==> config.mk <==
export PLATFORM = sky130hd
export DESIGN_NAME = fifo_rd_adapter
export DESIGN_NICKNAME = d
export VERILOG_FILES = /design/src/rtl/fifo_pkg.sv /design/src/rtl/fifo_rd_skid.sv /design/src/rtl/fifo_rd_adapter.sv
export SDC_FILE = /design/constraint.sdc
export NUM_CORES = 1
export LEC_CHECK = 0
export ABC_CLOCK_PERIOD_IN_PS = 2900
export BUFFER_PORTS_ARGS = -buffer_cell sky130_fd_sc_hd__buf_4
export CORE_UTILIZATION = 51
export CTS_CLUSTER_DIAMETER = 150
export DETAILED_ROUTE_END_ITERATION = 8
export GPL_TIMING_DRIVEN = 0
export HOLD_SLACK_MARGIN = 0.06
export PLACE_DENSITY = 0.82
export RECOVER_POWER = 100
export SLEW_MARGIN = 25
export SYNTH_ARGS = -nofsm -noshare
export SYNTH_HDL_FRONTEND = slang
export SYNTH_HIERARCHICAL = 1
export SYNTH_SLANG_ARGS = --single-unit
==> constraint.sdc <==
create_clock -name clk -period 2.9 [get_ports clk]
set_clock_uncertainty 0.1 [all_clocks]
set_input_delay 0.145 -clock clk [delete_from_list [all_inputs] [get_ports clk]]
set_output_delay 0.145 -clock clk [all_outputs]
set_load 0.03 [all_outputs]
==> src/rtl/fifo_pkg.sv <==
// Types shared between the synchronous FIFO and its read-side adapter.
package fifo_pkg;

    localparam int unsigned DATA_WIDTH = 8;
    localparam int unsigned SKID_DEPTH = 2;

    typedef logic [DATA_WIDTH-1:0] data_t;
    typedef logic [1:0]            occ_t;

endpackage

==> src/rtl/fifo_rd_skid.sv <==
// Two-entry buffer that catches FIFO read data one cycle after the grant and
// presents the oldest entry at its head.
module fifo_rd_skid #(
    parameter int unsigned DATA_WIDTH = fifo_pkg::DATA_WIDTH
) (
    input  logic                  clk,
    input  logic                  rst_n,
    input  logic                  i_wr,
    input  logic [DATA_WIDTH-1:0] i_wdata,
    input  logic                  i_pop,
    output fifo_pkg::occ_t        o_occ,
    output logic [DATA_WIDTH-1:0] o_data
);

    logic [DATA_WIDTH-1:0] r_mem [fifo_pkg::SKID_DEPTH];
    logic                  r_head;
    logic                  r_tail;
    fifo_pkg::occ_t        r_occ;
    fifo_pkg::occ_t        w_occ_nxt;

    // Upstream credit keeps this within 0..2, so no saturation is needed.
    always_comb begin
        w_occ_nxt = r_occ + {1'b0, i_wr} - {1'b0, i_pop};
    end

    always_ff @(posedge clk or negedge rst_n) begin
        if (!rst_n) begin
            r_mem[0] <= '0;
            r_mem[1] <= '0;
            r_head   <= 1'b0;
            r_tail   <= 1'b0;
            r_occ    <= '0;
        end else begin
            if (i_wr) begin
                r_mem[r_tail] <= i_wdata;
                r_tail        <= ~r_tail;
            end
            if (i_pop) begin
                r_head <= ~r_head;
            end
            r_occ <= w_occ_nxt;
        end
    end

    assign o_occ  = r_occ;
    assign o_data = r_mem[r_head];

endmodule

==> src/rtl/fifo_rd_adapter.sv <==
// Drains the synchronous FIFO through credit-limited read strobes and offers
// the popped words as a valid/ready stream.
module fifo_rd_adapter #(
    parameter int unsigned DATA_WIDTH = fifo_pkg::DATA_WIDTH,
    parameter int unsigned CNT_WIDTH  = 16
) (
    input  logic                  clk,
    input  logic                  rst_n,
    input  logic                  en,
    input  logic                  fifo_empty,
    input  logic [DATA_WIDTH-1:0] fifo_data,
    output logic                  fifo_rd_en,
    output logic                  m_valid,
    output logic [DATA_WIDTH-1:0] m_data,
    input  logic                  m_ready,
    output logic [CNT_WIDTH-1:0]  word_cnt
);

    logic                 r_inflight;
    logic [CNT_WIDTH-1:0] r_word_cnt;
    fifo_pkg::occ_t       w_occ;
    logic                 w_pop;
    logic [2:0]           w_level;

    assign m_valid = (w_occ != 2'd0);
    assign w_pop   = m_valid && m_ready;

    // Level after this edge if nothing new is granted; pop implies occ >= 1.
    assign w_level    = {1'b0, w_occ} + {2'b00, r_inflight} - {2'b00, w_pop};
    assign fifo_rd_en = en && !fifo_empty && (w_level < 3'd2);

    always_ff @(posedge clk or negedge rst_n) begin
        if (!rst_n) begin
            r_inflight <= 1'b0;
            r_word_cnt <= '0;
        end else begin
            r_inflight <= fifo_rd_en;
            if (w_pop) begin
                r_word_cnt <= r_word_cnt + 1'b1;
            end
        end
    end

    assign word_cnt = r_word_cnt;

    fifo_rd_skid #(
        .DATA_WIDTH (DATA_WIDTH)
    ) u_skid (
        .clk     (clk),
        .rst_n   (rst_n),
        .i_wr    (r_inflight),
        .i_wdata (fifo_data),
        .i_pop   (w_pop),
        .o_occ   (w_occ),
        .o_data  (m_data)
    );

endmodule

==> results.ini, run 1 <==
[die]
die-area_sq_um=3610
die-height_um=60.1
std_cell_rows=20
ioPinCount=39
coreArea_sq_um=3130
fp.dieW_um=60.1
initial_utilization_pct=55.0

[clock_network]
cts-buffers-inserted=5
clk_pin_slew_worst_paths_ps=90
cts_tree=yes
clk_latency_ps=330
clock-sinks=37
htreeDepth=2
cts_buffer_depth=2
clockRootBuffer=clkbuf_4

[sta]
finalSetupViolCount=0
tightest_slew_ps=1900
hold_viol=0
fmax_mhz=366
rsz0062_at_grt=no
finalMaxSlewViolations=38
fin_tns_setup_ps=0
whs_ps=125
fin_crit_sh_pct=94.1
slew_headroom_pct=-26.4
fin_crit_ps=2730

[drt]
ant_nets=0
routed_via_density=5.06
firstDrtPassIters=4
wl_um=3250
vias=1163
remaining_drc_errors=0
drtIter0Drc=65
routedWlPerCell_um=14.1

[run_status]
violations=capacitance limit, slew limit
status=finished with violations

[final_layout]
drive_above_1_share_pct=23.1
diodes=0
syn2layout_area_growth_pct=21.6
nFillCells=277
finalInstanceArea_sq_um=2090
nets=205

[setup_path]
slowest_stage=dfrtp_2
path_delay_family=adder cells
cp_max_fo=5
crit_path_end_kind=primary output
cp.arrival_ps=2480
slowest_delay_ps=480
crit_required_ps=2650
startpoint_type=register
worst-path-buf-inv=2
path_class=register to primary output
path_cells=o21ai_4 -> inv_1 -> ha_1 -> nand2b_1 -> fa_1 -> xor2_1 -> nor3_2 -> buf_4

[place]
placed_area_sq_um=2060
hpwl_um=2190
numPortBuffers=38
place.gp.congestion=0.747

[synth]
avgSynthCellArea_sq_um=13.2
yosysWarnings=6
syn_area_sq_um=1720
ys_ff_latch=37
synth_top_cell_area_share_pct=53.8
synth.distinct_cells=24
synth-adder-area-share_pct=4.07
synth_top_family_by_area=multiplexers
synthArstFlopShare_pct=100
dominantRegCellSynth=dfrtp_1
yosys.area_share.simple_pct=11.1
synth_area_leaders=dfrtp_1 (54%), mux2_2 (10%), mux2_4 (7.0%)
muxShareOfSynthArea_pct=17.5
syn-num-nets=148
yosysSeqAreaShare_pct=53.8
synth_edf_count=0
synth_xor_area_share_pct=10.2
netlist_instances=130
synth_top_area_cell=dfrtp_1
synth-compound-area-share_pct=0.509

[global_routing]
antenna_found_initial=0
grt_max_degree=38
grt_use_total_pct=20.8
grt_pass1_wl_um=5400
overflow=0
grt_pass1_vias=1209

[min_path]
min_path_type=input port to register

[pwr]
p_leak_nw=0.966
vdd_ir_drop_max_mv=0.575
powerDensity_nw_per_um2=989
p_total_w=0.00207

[job]
cap_viol_max_count=1

-- metrics by stage --
step | util [%] | cells | setup slack [ps]
finish | 66.9 | 230 | 171
global route | 66.9 | 230 | 15.7
CTS | 71.2 | 230 | 60.9
detailed placement | 65.9 | 212 | 236
global placement | 65.9 | 212 | 340
floorplan | - | 130 | 90.0
-- metal layers --
metal / vias up / wire length [um] / global-route usage [%]
met5: - / 0 / 0
met4: 0 / 38 / 8.97
met3: 5 / 130 / 5.63
met2: 27 / 1750 / 36.8
met1: 578 / 1330 / 23.5
li1: 553 / - / -
-- placed cells by master, fill, tap and decap left out --
cell type / instances
inv_1: 6
nor4_4: 1
clkinv_2: 1
or2_2: 2
buf_4: 14
xor2_1: 9
fa_1: 1
clkbuf_1: 28
o21ai_4: 1
mux2_4: 1
nand4_1: 2
nor2_1: 6
and3_1: 1
clkbuf_4: 5
dfrtp_1: 36
nor3_1: 1
nand2b_1: 1
mux2_2: 15
and4_1: 1
nor2b_2: 1
dlygate4sd3_1: 11
xnor2_1: 11
mux2_1: 8
nand2_1: 10
nor3_2: 1
ha_1: 4
dfrtp_2: 1
nand3_1: 6
or4_1: 1
-- synth_stat cells, types with 2 or more instances --
library cell / count
dfrtp_1: 37
mux2_2: 16
xnor2_1: 11
nand2_1: 9
xor2_1: 9
mux2_4: 8
inv_1: 6
nand3_1: 6
nor2_1: 6
ha_1: 4
buf_6: 2
nand4_1: 2
nor3_1: 2
or2_2: 2
-- worst register-to-register path: cells and delay by family, from the launching register on --
family	cells	cell delay, ps
adders and majority gates	2	660
AOI/OAI and AO/OA	1	180
DFF	1	480
buffers and inverters	2	690
and+or+nand+nor	2	340
xor gates and xnor gates	1	180
-- cells by family (layout without fill, tap and decap cells) --
group	count (synthesis)	in the layout
flops	37	37
fa+ha+maj	5	5
xor+xnor	20	20
mux	24	24
simple gates	34	34
buf+inv	9	65
compound gates	1	1
-- registers in the layout (all words and copies together), names as in the netlist --
register       cells
u_skid/r_mem      16
u_skid/o_occ       2
r_inflight         1
u_skid/r_head      1
u_skid/r_tail      1
word_cnt          16
-- worst paths after layout --
check,to,startpoint,slack [ps],cells past startpoint
worst max register to register,r_inflight,u_skid/o_occ[1],210,8
worst min-delay path,u_skid/r_head,m_ready,130,4
min in group asynchronous,u_skid/r_mem[4],rst_n,760,2
max in group asynchronous,u_skid/o_occ[1],rst_n,700,2
worst min register to register,word_cnt[15],word_cnt[15],390,1
worst max-delay path,fifo_rd_en,u_skid/o_occ[1],170,8
-- what timing repair did --
action,4_1_cts,5_1_grt
hold buffers,11,0
pin swaps,1,0
setup buffers,1,0
hold endpoints to repair,54,0
gates resized for setup,1,2
endpoints found under the setup margin,1,2
-- layout make-up --
class / count / area (sq um) / area share [%]
timing repair buffer: 50 / 309 / 14.8
clock inverter: 1 / 5.00 / 0.239
clock buffer: 5 / 37.5 / 1.79
tap: 44 / 55.1 / 2.63
buffer: 3 / 11.3 / 0.538
multi-input combinational: 84 / 724 / 34.6
inverter: 6 / 22.5 / 1.08
sequential: 37 / 927 / 44.3
-- where the power goes --
part	internal (W)	switching (W)
registers	0.000711	0.000156
logic	0.000393	0.000574
clock network	0.0000840	0.000151
total	0.00119	0.000880
Note: power is estimated with default switching activity, not from simulation.
==> inputs of run 2 (changes only) <==
- CORE_UTILIZATION: 51 -> 50
- PLACE_DENSITY: 0.82 -> 0.81
==> run 2 against run 1 <==
Net effect:
- die area rose by 1.9%
- design area fell by 0.30%
- the flow still finishes with violations (capacitance limit, slew limit)
- sequential cell count did not move
- non-clock buffer count did not move
- via count fell by 1.2%
- register-to-register slack improved by 20 ps
- first-iteration DRC count fell by 57%
- maximum frequency rose by 0.89%
==> results.ini, run 2 (synthesis results as in run 1) <==
[pwr]
p_leak_nw=0.949
p_seq_share_pct=41.5
pwr-share-clk_pct=12.7
switching_share_pct=42.2
combPwrFrac_pct=45.8
powerDensity_nw_per_um2=1010
p_switching_w=0.000885
vdd_ir_drop_max_mv=0.488
p_int_w=0.00121

[final_layout]
diodes=0
nets=205
drive_above_1_share_pct=22.5
final-seq-area_sq_um=927
nFillCells=293
final_cell_mix=dfrtp_1 (36), clkbuf_1 (30), mux2_2 (16)
instances_no_fill=231
syn2layout_area_growth_pct=21.2
multi_input_area_sq_um=709
mostFrequentLayoutCell=dfrtp_1

[setup_path]
slowest_delay_ps=480
path_cells=o21ai_4 -> inv_1 -> ha_1 -> nand2b_1 -> fa_1 -> xor2_1 -> nor3_2 -> buf_4
critPathLaunch=u_skid/o_occ[1]
slowest_stage=dfrtp_2
crit_required_ps=2650
path_class=register to primary output
r2r_start=u_skid/o_occ[1]
cp_max_fo=5
cp.arrival_ps=2460
startpoint_type=register
crit_path_end_kind=primary output

[global_routing]
use_met1_pct=25.2
antenna_found_initial=0
use_met3_pct=6.18
top_usage_layer=met2
overflow=0
grt_pass1_vias=1217
grt_use_total_pct=21.5
grt_pass1_wl_um=5600
grt_max_degree=38
globalRouteMet2Util_pct=38.0

[sta]
fin_crit_ps=2700
fmax_mhz=370
slew_headroom_pct=-27.3
hold_viol=0
fin_crit_sh_pct=93.3
rsz0062_at_grt=no
fin_tns_setup_ps=0
timing.final.ws_setup_ps=195
finalMaxSlewViolations=38
finalSetupViolCount=0
tightest_slew_ps=1910

[clock_network]
clock-sinks=37
htreeDepth=2
cts_tree=yes
clk_pin_slew_worst_paths_ps=100
clk_latency_ps=330
cts-buffers-inserted=5
cts_buffer_depth=2
clockRootBuffer=clkbuf_4

[place]
place.gp.congestion=0.764
dp_slack_ps=214
hpwl_um=2400
numPortBuffers=38
dp.cells=212

[die]
coreArea_sq_um=3150
std_cell_rows=20
fp.dieW_um=60.7
die-area_sq_um=3680
ioPinCount=39
die-height_um=60.7
initial_utilization_pct=54.6

[drt]
routed_via_density=4.97
firstDrtPassIters=2
drtIter0Drc=28
routedWlPerCell_um=14.7
vias=1149
remaining_drc_errors=0
wl_um=3390
ant_nets=0

[job]
cap_viol_max_count=1

[run_status]
status=finished with violations
violations=capacitance limit, slew limit

[min_path]
min_path_type=input port to register
hp-start=m_ready

-- run 2: changes by cell type in the layout (fill, tap and decap cells not counted), sizes merged --
cell	before	now
clkbuf	33	36
clkinv	1	0
buf	14	13
-- run 2: cell type report --
type,instances,area share (%)
inverters,6,1.08
repair buffers,50,14.6
multi-input cells,84,34.0
well taps,44,2.64
clock buffers,7,2.64
flip-flops and latches,37,44.5
plain buffers,3,0.540
-- run 2: layer usage --
layer / vias up / part of all wire (%) / routed length, um
li1: 547 / - / -
met1: 571 / 42 / 1430
met2: 29 / 52 / 1770
met3: 2 / 4.9 / 165
met4: 0 / 0.59 / 20
met5: - / 0 / 0
-- run 2: metrics by stage --
stage	power, W	utilization, %	hold slack (ps)	area [sq um]
global route	0.00225	66.2	125	2090
detailed placement	0.00199	65.4	24.9	2060
CTS	0.00229	71.1	99.8	2240
global placement	0.00192	65.4	22.1	2060
finish	0.00210	66.2	119	2090
floorplan	0.00162	-	-251	1720
-- run 2: power by group through the flow --
stage	clock network [W]	registers, W	logic [W]
finish	0.000266	0.000871	0.000961
global route	0.000306	0.000900	0.00104
CTS	0.000276	0.000878	0.00114
detailed placement	0	0.000883	0.00110
global placement	0	0.000855	0.00106
floorplan	0	0.000925	0.000700
-- run 2: repair_timing --
action                                  4_1_cts  5_1_grt
pin swaps                                     1        0
hold endpoints to repair                     54        0
gates resized for setup                       2        1
buffers inserted                              1        0
endpoints found under the setup margin        1        2
hold buffers                                 11        0
-- run 2: path summary, 6_finish.rpt --
| path | endpoint | slack, ps | cells past startpoint |
|---|---|---|---|
| max in group asynchronous | u_skid/o_occ[1] | 690 | 2 |
| max | fifo_rd_en | 200 | 8 |
| min | u_skid/r_head | 120 | 4 |
| min reg2reg | word_cnt[15] | 380 | 1 |
| max reg2reg | r_inflight | 230 | 8 |
| min in group asynchronous | u_skid/r_mem[8] | 770 | 2 |
-- run 2: critical path: cells and delay by family (launching register included) --
| family | cells | cell delay [ps] |
|---|---|---|
| XOR/XNOR | 1 | 180 |
| flip-flops | 1 | 480 |
| adder cells (fa/ha/maj) | 2 | 660 |
| AND/OR/NAND/NOR | 2 | 340 |
| AO/OA/AOI/OAI | 1 | 160 |
| buffers and inverters | 2 | 300 |
